===== src/rtl/ss_pkg.sv =====
// rtl/ss_pkg.sv - shared types and address map for the save-state initiator
// Contents:
//   ss_state_t      : session FSM state encoding
//   SS_ADDR_IRQ     : mapper save-state address of the IRQ block
//   SS_ADDR_MAPIDX  : mapper save-state address of the mapper index byte
package ss_pkg;

    typedef enum logic [3:0] {
        IDLE,
        S_ADDR,
        S_SETTLE,
        S_STORE,
        L_FETCH,
        L_DATA,
        L_WAIT_HI,
        L_WAIT_LO,
        FIN
    } ss_state_t;

    localparam logic [7:0] SS_ADDR_IRQ    = 8'd16;
    localparam logic [7:0] SS_ADDR_MAPIDX = 8'd127;

endpackage


===== src/rtl/ss_master_if.sv =====
// rtl/ss_master_if.sv - mapper save-state port plus state buffer port
// Signals:
//   ss_act, ss_we, ss_addr, ss_wdat : initiator -> mapper
//   ss_rdat                         : mapper -> initiator, combinational in ss_addr
//   buf_addr, buf_we, buf_wdat      : initiator -> byte buffer
//   buf_rdat                        : buffer -> initiator, valid 1 clk after buf_addr
// Modports: master (ss_master side), slave (mapper/buffer side).
interface ss_master_if;

    logic       ss_act;
    logic       ss_we;
    logic [7:0] ss_addr;
    logic [7:0] ss_wdat;
    logic [7:0] ss_rdat;
    logic [7:0] buf_addr;
    logic       buf_we;
    logic [7:0] buf_wdat;
    logic [7:0] buf_rdat;

    modport master (
        output ss_act, ss_we, ss_addr, ss_wdat, buf_addr, buf_we, buf_wdat,
        input  ss_rdat, buf_rdat
    );

    modport slave (
        input  ss_act, ss_we, ss_addr, ss_wdat, buf_addr, buf_we, buf_wdat,
        output ss_rdat, buf_rdat
    );

endinterface


===== src/rtl/ss_master_sync2.sv =====
// rtl/ss_master_sync2.sv - two-flop synchronizer for a single asynchronous bit
// Ports:
//   clk, rst : destination clock, asynchronous active-high reset
//   d        : asynchronous input
//   q        : synchronized output, two clk of latency
module sync2 (
    input  logic clk,
    input  logic rst,
    input  logic d,
    output logic q
);

    logic meta;

    always_ff @(posedge clk or posedge rst) begin
        if (rst) begin
            meta <= 1'b0;
            q    <= 1'b0;
        end else begin
            meta <= d;
            q    <= meta;
        end
    end

endmodule


===== src/rtl/ss_master.sv =====
// rtl/ss_master.sv - save-state initiator sweeping mapper state into/out of a byte buffer
// Ports:
//   clk, rst               : system clock, asynchronous active-high reset
//   start_save, start_load : one-cycle session requests (save wins if both)
//   m2                     : CPU M2, asynchronous; mappers latch writes on its falling edge
//   bus                    : mapper save-state port and buffer port (master modport)
//   busy, done, err        : session active, completion pulse, sticky m2 timeout
module ss_master #(
    parameter int SS_LEN     = 128,
    parameter int SETTLE     = 2,
    parameter int M2_TIMEOUT = 4096
) (
    input  logic               clk,
    input  logic               rst,
    input  logic               start_save,
    input  logic               start_load,
    input  logic               m2,
    ss_master_if.master        bus,
    output logic               busy,
    output logic               done,
    output logic               err
);

    import ss_pkg::*;

    localparam int         TMAX = (M2_TIMEOUT > SETTLE) ? M2_TIMEOUT : SETTLE;
    localparam int         TW   = $clog2(TMAX + 1);
    localparam logic [7:0] LAST = 8'(SS_LEN - 1);

    generate
        if (SS_LEN < 1 || SS_LEN > 255) begin : g_len_check
            $error("ss_master: SS_LEN must be in 1..255");
        end
        if (M2_TIMEOUT < 2) begin : g_timeout_check
            $error("ss_master: M2_TIMEOUT must be at least 2");
        end
    endgenerate

    ss_state_t     state, state_n;
    logic [7:0]    idx, idx_n;
    logic [TW-1:0] timer, timer_n;
    logic [7:0]    wdat_q, wdat_n;
    logic          err_n;
    logic          m2_s;

    sync2 u_m2_sync (
        .clk (clk),
        .rst (rst),
        .d   (m2),
        .q   (m2_s)
    );

    always_ff @(posedge clk or posedge rst) begin
        if (rst) begin
            state  <= IDLE;
            idx    <= 8'd0;
            timer  <= '0;
            wdat_q <= 8'd0;
            err    <= 1'b0;
        end else begin
            state  <= state_n;
            idx    <= idx_n;
            timer  <= timer_n;
            wdat_q <= wdat_n;
            err    <= err_n;
        end
    end

    // The timer restarts from zero on every state change; it counts settle
    // cycles in S_SETTLE and elapsed cycles in the two m2 wait states.
    always_comb begin
        state_n = state;
        idx_n   = idx;
        timer_n = '0;
        wdat_n  = wdat_q;
        err_n   = err;

        case (state)
            IDLE: begin
                if (start_save) begin
                    err_n   = 1'b0;
                    idx_n   = 8'd0;
                    state_n = S_ADDR;
                end else if (start_load) begin
                    err_n   = 1'b0;
                    idx_n   = 8'd0;
                    state_n = L_FETCH;
                end
            end

            S_ADDR: begin
                state_n = (SETTLE == 0) ? S_STORE : S_SETTLE;
            end

            S_SETTLE: begin
                if (timer == TW'(SETTLE - 1)) begin
                    state_n = S_STORE;
                end else begin
                    timer_n = timer + TW'(1);
                end
            end

            S_STORE: begin
                if (idx == LAST) begin
                    state_n = FIN;
                end else begin
                    idx_n   = idx + 8'd1;
                    state_n = S_ADDR;
                end
            end

            L_FETCH: begin
                state_n = L_DATA;
            end

            L_DATA: begin
                wdat_n  = bus.buf_rdat;
                state_n = L_WAIT_HI;
            end

            // The first cycle here still shows m2 as sampled before ss_we
            // rose, so a high level only counts from the second cycle on.
            // That guarantees the falling edge awaited next happens while
            // ss_we is already asserted.
            L_WAIT_HI: begin
                if (m2_s && timer != '0) begin
                    state_n = L_WAIT_LO;
                end else if (timer == TW'(M2_TIMEOUT - 1)) begin
                    err_n   = 1'b1;
                    state_n = FIN;
                end else begin
                    timer_n = timer + TW'(1);
                end
            end

            L_WAIT_LO: begin
                if (!m2_s) begin
                    if (idx == LAST) begin
                        state_n = FIN;
                    end else begin
                        idx_n   = idx + 8'd1;
                        state_n = L_FETCH;
                    end
                end else if (timer == TW'(M2_TIMEOUT - 1)) begin
                    err_n   = 1'b1;
                    state_n = FIN;
                end else begin
                    timer_n = timer + TW'(1);
                end
            end

            FIN: begin
                state_n = IDLE;
            end

            default: begin
                state_n = IDLE;
            end
        endcase
    end

    // Outputs decode from the state register so that an asynchronous reset
    // drops ss_act/ss_we immediately.
    assign busy = (state != IDLE) && (state != FIN);
    assign done = (state == FIN);

    assign bus.ss_act   = busy;
    assign bus.ss_we    = (state == L_DATA) || (state == L_WAIT_HI) || (state == L_WAIT_LO);
    // During L_DATA the buffer byte is passed straight through so data is
    // valid the same cycle ss_we rises; afterwards the latched copy holds it.
    assign bus.ss_wdat  = (state == L_DATA) ? bus.buf_rdat : wdat_q;
    assign bus.ss_addr  = idx;
    assign bus.buf_addr = idx;
    assign bus.buf_we   = (state == S_STORE);
    assign bus.buf_wdat = (state == S_STORE) ? bus.ss_rdat : 8'd0;

endmodule


===== src/flat_wrapper.sv =====
// flat-port wrapper written by rule: the top's interface ports become plain ports
module ss_master_flat import ss_pkg::*;
#(
    parameter int SS_LEN     = 128,
    parameter int SETTLE     = 2,
    parameter int M2_TIMEOUT = 4096
)
  (clk, rst, start_save, start_load, m2, busy, done, err, bus_ss_act, bus_ss_we, bus_ss_addr, bus_ss_wdat, bus_buf_addr, bus_buf_we, bus_buf_wdat, bus_ss_rdat, bus_buf_rdat);
  ss_master_if bus_i ();
  input  logic clk;
  input  logic rst;
  input  logic start_save;
  input  logic start_load;
  input  logic m2;
  output logic busy;
  output logic done;
  output logic err;
  output wire logic [$bits(bus_i.ss_act)-1:0] bus_ss_act;
  output wire logic [$bits(bus_i.ss_we)-1:0] bus_ss_we;
  output wire logic [$bits(bus_i.ss_addr)-1:0] bus_ss_addr;
  output wire logic [$bits(bus_i.ss_wdat)-1:0] bus_ss_wdat;
  output wire logic [$bits(bus_i.buf_addr)-1:0] bus_buf_addr;
  output wire logic [$bits(bus_i.buf_we)-1:0] bus_buf_we;
  output wire logic [$bits(bus_i.buf_wdat)-1:0] bus_buf_wdat;
  input wire logic [$bits(bus_i.ss_rdat)-1:0] bus_ss_rdat;
  input wire logic [$bits(bus_i.buf_rdat)-1:0] bus_buf_rdat;
  assign bus_ss_act = bus_i.ss_act;
  assign bus_ss_we = bus_i.ss_we;
  assign bus_ss_addr = bus_i.ss_addr;
  assign bus_ss_wdat = bus_i.ss_wdat;
  assign bus_buf_addr = bus_i.buf_addr;
  assign bus_buf_we = bus_i.buf_we;
  assign bus_buf_wdat = bus_i.buf_wdat;
  assign bus_i.ss_rdat = bus_ss_rdat;
  assign bus_i.buf_rdat = bus_buf_rdat;
  ss_master #(.SS_LEN(SS_LEN), .SETTLE(SETTLE), .M2_TIMEOUT(M2_TIMEOUT)) u_core (.clk(clk), .rst(rst), .start_save(start_save), .start_load(start_load), .m2(m2), .bus(bus_i), .busy(busy), .done(done), .err(err));
endmodule

===== config.mk =====
export PLATFORM = sky130hd
export DESIGN_NAME = ss_master_flat
export DESIGN_NICKNAME = d
export VERILOG_FILES = /design/src/rtl/ss_pkg.sv /design/src/rtl/ss_master_if.sv /design/src/rtl/ss_master_sync2.sv /design/src/rtl/ss_master.sv /design/src/flat_wrapper.sv
export SDC_FILE = /design/constraint.sdc
export NUM_CORES = 1
export LEC_CHECK = 0
export BUFFER_PORTS_ARGS = -buffer_cell sky130_fd_sc_hd__buf_2
export CORE_MARGIN = 8
export CORE_UTILIZATION = 58
export CTS_BUF_LIST = sky130_fd_sc_hd__clkbuf_4 sky130_fd_sc_hd__clkbuf_8
export DETAILED_ROUTE_END_ITERATION = 8
export PLACE_DENSITY = 0.87
export SYNTH_ARGS = -nofsm -noshare
export SYNTH_HDL_FRONTEND = slang
export SYNTH_SLANG_ARGS = --single-unit

===== constraint.sdc =====
create_clock -name clk -period 3.1 [get_ports clk]
set_clock_uncertainty 0.1 [all_clocks]
set_input_delay 0.31 -clock clk [delete_from_list [all_inputs] [get_ports clk]]
set_output_delay 0.31 -clock clk [all_outputs]
set_load 0.01 [all_outputs]

# == Yosys cells after proc, flatten, opt, wreduce, memory -nomap -nowiden ==
# Index checks and enable logic that the tools add are counted.
# classes
n_eq_ne,17
add_sub_neg,2
n_mux,27
n_reduce_logical,12
# op_table
operator,count
2-to-1 mux 13 bit,4
2-to-1 mux 8 bit,6
one-hot mux 13 bit (3 select lines),1
2-to-1 mux 4 bit,8
one-hot mux 4 bit (8 select lines),1
one-hot mux 8 bit (3 select lines),1
== test 4 x 3 -> 1 bit (second input constant),4
adder 13 x 1 -> 13 bit (second input constant),1
== test 13 x 1 -> 1 bit (second input constant),1
== test 13 x 12 -> 1 bit (second input constant),1
nonzero test 13 bit,1
adder 8 x 1 -> 8 bit (second input constant),1
== test 4 x 2 -> 1 bit (second input constant),2
== test 8 x 7 -> 1 bit (second input constant),1
inequality test 2 bit (second input constant),3
nonzero test 3 bit,2
2-to-1 mux 1 bit,5
== test 4 x 1 -> 1 bit (second input constant),1
== test 4 bit (second input constant),1
logical NOT 4 bit,1
inequality test 4 bit (second input constant),1
AND reduction 4 bit,1
nonzero test 4 bit,1
inequality test 3 bit (second input constant),1
other kinds (6),8
# word_totals
elab_cells,65
input_bits,21
output_inout_bits,38
regBits,36

# == Longest topological paths before layout ==
# depth
ltp_word,4
ltp_mapped,7
mapped_depth_nobuf,5

# == Modules after synthesis ==
# A second synthesis with hierarchy kept.
# unflattened
hier_cells,213
area_unflattened_um2,2034.5
# by_module_without_submodules
module,cells_each,seq_area_each_um2,area_each_um2,instances
ss_master,210,850.8,1980.6,1
sync2,3,50.0,53.8,1

# == Worst setup path after synthesis ==
# Ideal clock, no wire load.
# synth_timing
kind,reg-to-output
start,register u_core.state[3]
end,output bus_buf_wdat[0]
stages_incl_launch_ff,5
required_ns,2.690
arrival_ns,1.418
slack_ns,1.272
cell_sequence,dfrtp_1 -> clkbuf_1 -> nand3b_1 -> nor2_1 -> and2_1
# synth_via
elab_chain_cells,2
# synth_lines
element,line,rtl
from (decl),ss_master.sv:39,"ss_state_t state, state_n;"
from (signal assigned),ss_master.sv:61,state <= state_n;
== test 4 x 2 -> 1 bit,n/a,
net bus_buf_we,flat_wrapper.sv:23,output wire logic [$bits(bus_i.buf_we)-1:0] bus_buf_we;
2-to-1 mux 8 bit,ss_master.sv:175,assign bus.buf_wdat = (state == S_STORE) ? bus.ss_rdat : 8'd0;
to (decl),flat_wrapper.sv:24,output wire logic [$bits(bus_i.buf_wdat)-1:0] bus_buf_wdat;
# The timed path passes the listed nets, and every way through them passes these cells.

# == Worst setup path after layout ==
# layout_timing
start,register u_core.state[0]
end,output bus_buf_wdat[7]
# layout_via
elab_chain_cells,2
# layout_lines
element,line
== test 4 x 2 -> 1 bit,ss_master.sv:175
2-to-1 mux 8 bit,ss_master.sv:175
# Every way passes these cells.

==> flow_summary.yaml <==
layout:
  area_growth_pct: 15.09
  diodes: 0
  final_layout_size_suffix_gt1_frac: 0.3385
  layoutNonFillerInstCount: 305
  postLayoutCellArea_sq_um: 2415
  nets: 281
setup_path:
  critPathMaxFanout: 12
  critPathArrivalTime_ns: 2.04
  required_ns: 2.69
  end_kind: "output port"
  critPathLaunchType: "flop"
  path_class: "flop to output port"
cts:
  clk_latency_ns: 0.34
  cts_root_buffer: "clkbuf_4"
  clockBufferDepth: 2
  clkSinkCount: 36
  cts_tree: "yes"
  cts.clk_slew.worst_paths_ns: 0.11
  cts_setup_buffers: 0
  hold_buffers: 2
  htreeDepth: 2
  numCtsBuffers: 5
  cts_resized: 0
placement:
  place_congestion: 0.8827
  port_buffers: 58
  place_area_sq_um: 2315
  hpwl_microns: 3349
  dp.cells: 295
run:
  drv_cap: 0
power_and_ir_drop:
  p_leak_nw: 1.148
  p_switching_uw: 688.4
  p_int_mw: 1.088
  swShare: 0.3876
  pwr-share-seq: 0.389
  p_clk_frac: 0.185
  vdd_drop_max_uv: 410.9
  pwr-share-comb: 0.426
  power_density_nw_per_um2: 735.5
timing:
  setup_viol: 0
  hold_ws_ns: 0.1188
  fmax_ghz: 0.4083
  grt_setup_unrepaired: "false"
  worst_pin_slew_ns: 0.7289
  hold_viol_final: 0
  min_period_over_period: 0.7901
  finalCriticalPeriod_ns: 2.449
  relSlewSlack: 0.5119
  setup_tns_ns: 0
  slew_viol_final: 0
synth:
  ys.flop_type: "dfrtp_1"
  seq_area_frac_synth: 0.4293
  synth.avg_cell_area_sq_um: 10.14
  synth-edff-count: 0
  syn_inst: 207
  async_reset_ff_frac: 1.000
  yosysWarnings: 0
  synthesis.area_sq_um: 2098
  ys_types: 55
  ys_ff_latch: 36
  synthesis.nets: 232
detailed_routing:
  vias: 1730
  wirelength_microns: 4482
  ant_nets: 0
  drc_errors: 0
  wl_per_cell_microns: 14.70
  vias_per_cell: 5.672
  first_pass_iters: 4
  drt_iter0_markers: 179
global_route:
  grt_overflow: 0
  antenna_found_initial: 0
  grt_pass1_wl_microns: 7748
  grt_max_degree: 20
  grt_pass1_vias: 1676
  track_usage: 0.1589
floorplan:
  boundaryPins: 59
  die-height_microns: 76.15
  die_area_sq_um: 5798
  die_x_microns: 76.15
  rows: 22
  start_util: 0.5864
  core_sq_um: 3578
worst_hold_path:
  hp-class: "primary input to flop"
outcome:
  outcome: "finished, final reports clean"
[per-stage QoR]
| step | power (mW) | setup slack (ns) | utilization |
|---|---|---|---|
| 6_report | 1.776 | 0.6505 | 0.6748 |
| 5_1_grt | 1.914 | 0.4805 | 0.6748 |
| 4_1_cts | 1.795 | 0.6301 | 0.6748 |
| 3_5_place_dp | 1.458 | 0.9020 | 0.6469 |
| 3_3_place_gp | 1.442 | 0.9720 | 0.6469 |
| 2_1_floorplan | 1.297 | 1.272 | - |
[metal layers]
metal	track usage	up-vias	share of wire	wire length (microns)
met3	0.07429	9	0.098	440
met5	0	-	0	0
li1	-	838	-	-
met2	0.2416	71	0.48	2138
met4	0.06538	0	0.015	65
met1	0.1889	812	0.41	1837
[layout by cell type, fill, tap and decap left out, types with 2 or more instances in the layout]
| cell | Yosys | routed |
|---|---|---|
| nor2_1 | 10 | 10 |
| dfrtp_1 | 36 | 36 |
| a22oi_1 | 3 | 3 |
| dlygate4sd3_1 | 0 | 2 |
| xor2_1 | 3 | 3 |
| a21boi_0 | 2 | 2 |
| a31oi_1 | 3 | 3 |
| nand4_1 | 6 | 6 |
| nand2b_1 | 2 | 2 |
| inv_1 | 8 | 8 |
| nand3b_1 | 2 | 2 |
| nor3_1 | 7 | 7 |
| a21oi_1 | 16 | 16 |
| nand4b_1 | 2 | 2 |
| mux2_2 | 8 | 8 |
| buf_2 | 5 | 58 |
| and3_1 | 4 | 4 |
| nand2_1 | 7 | 7 |
| mux2i_1 | 3 | 3 |
| nand3_1 | 9 | 9 |
| o21ai_0 | 6 | 6 |
| and2_1 | 10 | 10 |
| o2bb2ai_1 | 2 | 2 |
| clkbuf_4 | 0 | 6 |
| ha_1 | 4 | 4 |
| xnor2_1 | 7 | 7 |
[logic make-up (layout without fill, tap and decap cells)]
kind of cell             count (synthesis)  count (layout)  share of synthesized area
adder cells (fa/ha/maj)                  4               4                    0.02385
flip-flops                              36              36                     0.4293
AND/OR/NAND/NOR                         73              73                     0.2224
AO/OA/AOI/OAI                           45              45                     0.1419
XOR/XNOR                                10              10                    0.04174
buffers and inverters                   28              78                    0.08347
multiplexers                            11              11                    0.05725
[sequential cells by signal, summed over array words and instances (netlist names)]
register,cells
u_core.bus.buf_addr,8
u_core.err,1
u_core.state,4
u_core.timer,13
u_core.u_m2_sync.meta,1
u_core.u_m2_sync.q,1
u_core.wdat_q,8
[final timing paths]
kind | from | depth (start not counted) | end | slack, ns
setup reg to reg | u_core.bus.buf_addr[0] | 5 | u_core.bus.buf_addr[1] | 0.89
hold reg to reg | u_core.u_m2_sync.meta | 0 | u_core.u_m2_sync.q | 0.26
hold / removal | bus_buf_rdat[7] | 2 | u_core.wdat_q[7] | 0.12
max in group asynchronous | rst | 4 | u_core.timer[11] | 1.73
setup / recovery | u_core.state[0] | 4 | bus_buf_wdat[7] | 0.65
min in group asynchronous | rst | 3 | u_core.wdat_q[0] | 0.49
[area by class of cell]
| type | instances | area (sq um) |
|---|---|---|
| flip-flops and latches | 36 | 900.9 |
| multi-input cells | 143 | 1022 |
| inverters | 9 | 33.78 |
| clock buffers | 6 | 45.04 |
| repair buffers | 61 | 317.8 |
| fillers | 285 | 1164 |
| well taps | 48 | 60.06 |
| clock inverters | 2 | 35.03 |
[Yosys cell counts (4+ instances only)]
library cell,instances,share of area
dfrtp_1,36,0.43
a21oi_1,16,0.038
and2_1,10,0.030
nor2_1,10,0.018
buf_4,9,0.032
nand3_1,9,0.021
inv_1,8,0.014
mux2_2,8,0.043
nand2_1,7,0.013
nor3_1,7,0.017
xnor2_1,7,0.029
nand4_1,6,0.018
o21ai_0,6,0.014
buf_2,5,0.012
and3_1,4,0.012
buf_6,4,0.021
ha_1,4,0.024
[power groups by stage]
stage | Clock, mW | Combinational [mW] | Sequential (mW)
2_1_floorplan | 0 | 0.651 | 0.645
3_3_place_gp | 0 | 0.752 | 0.690
3_5_place_dp | 0 | 0.761 | 0.697
4_1_cts | 0.342 | 0.765 | 0.688
5_1_grt | 0.358 | 0.848 | 0.708
6_report | 0.329 | 0.756 | 0.691
[critical path: stages (launching register included)]
cell and delay, ns:
dfrtp_1 0.61, nand3b_1 0.32, nor2_1 0.45, and2_1 0.19
buf_2 0.13
(Power assumes the default switching activity.)
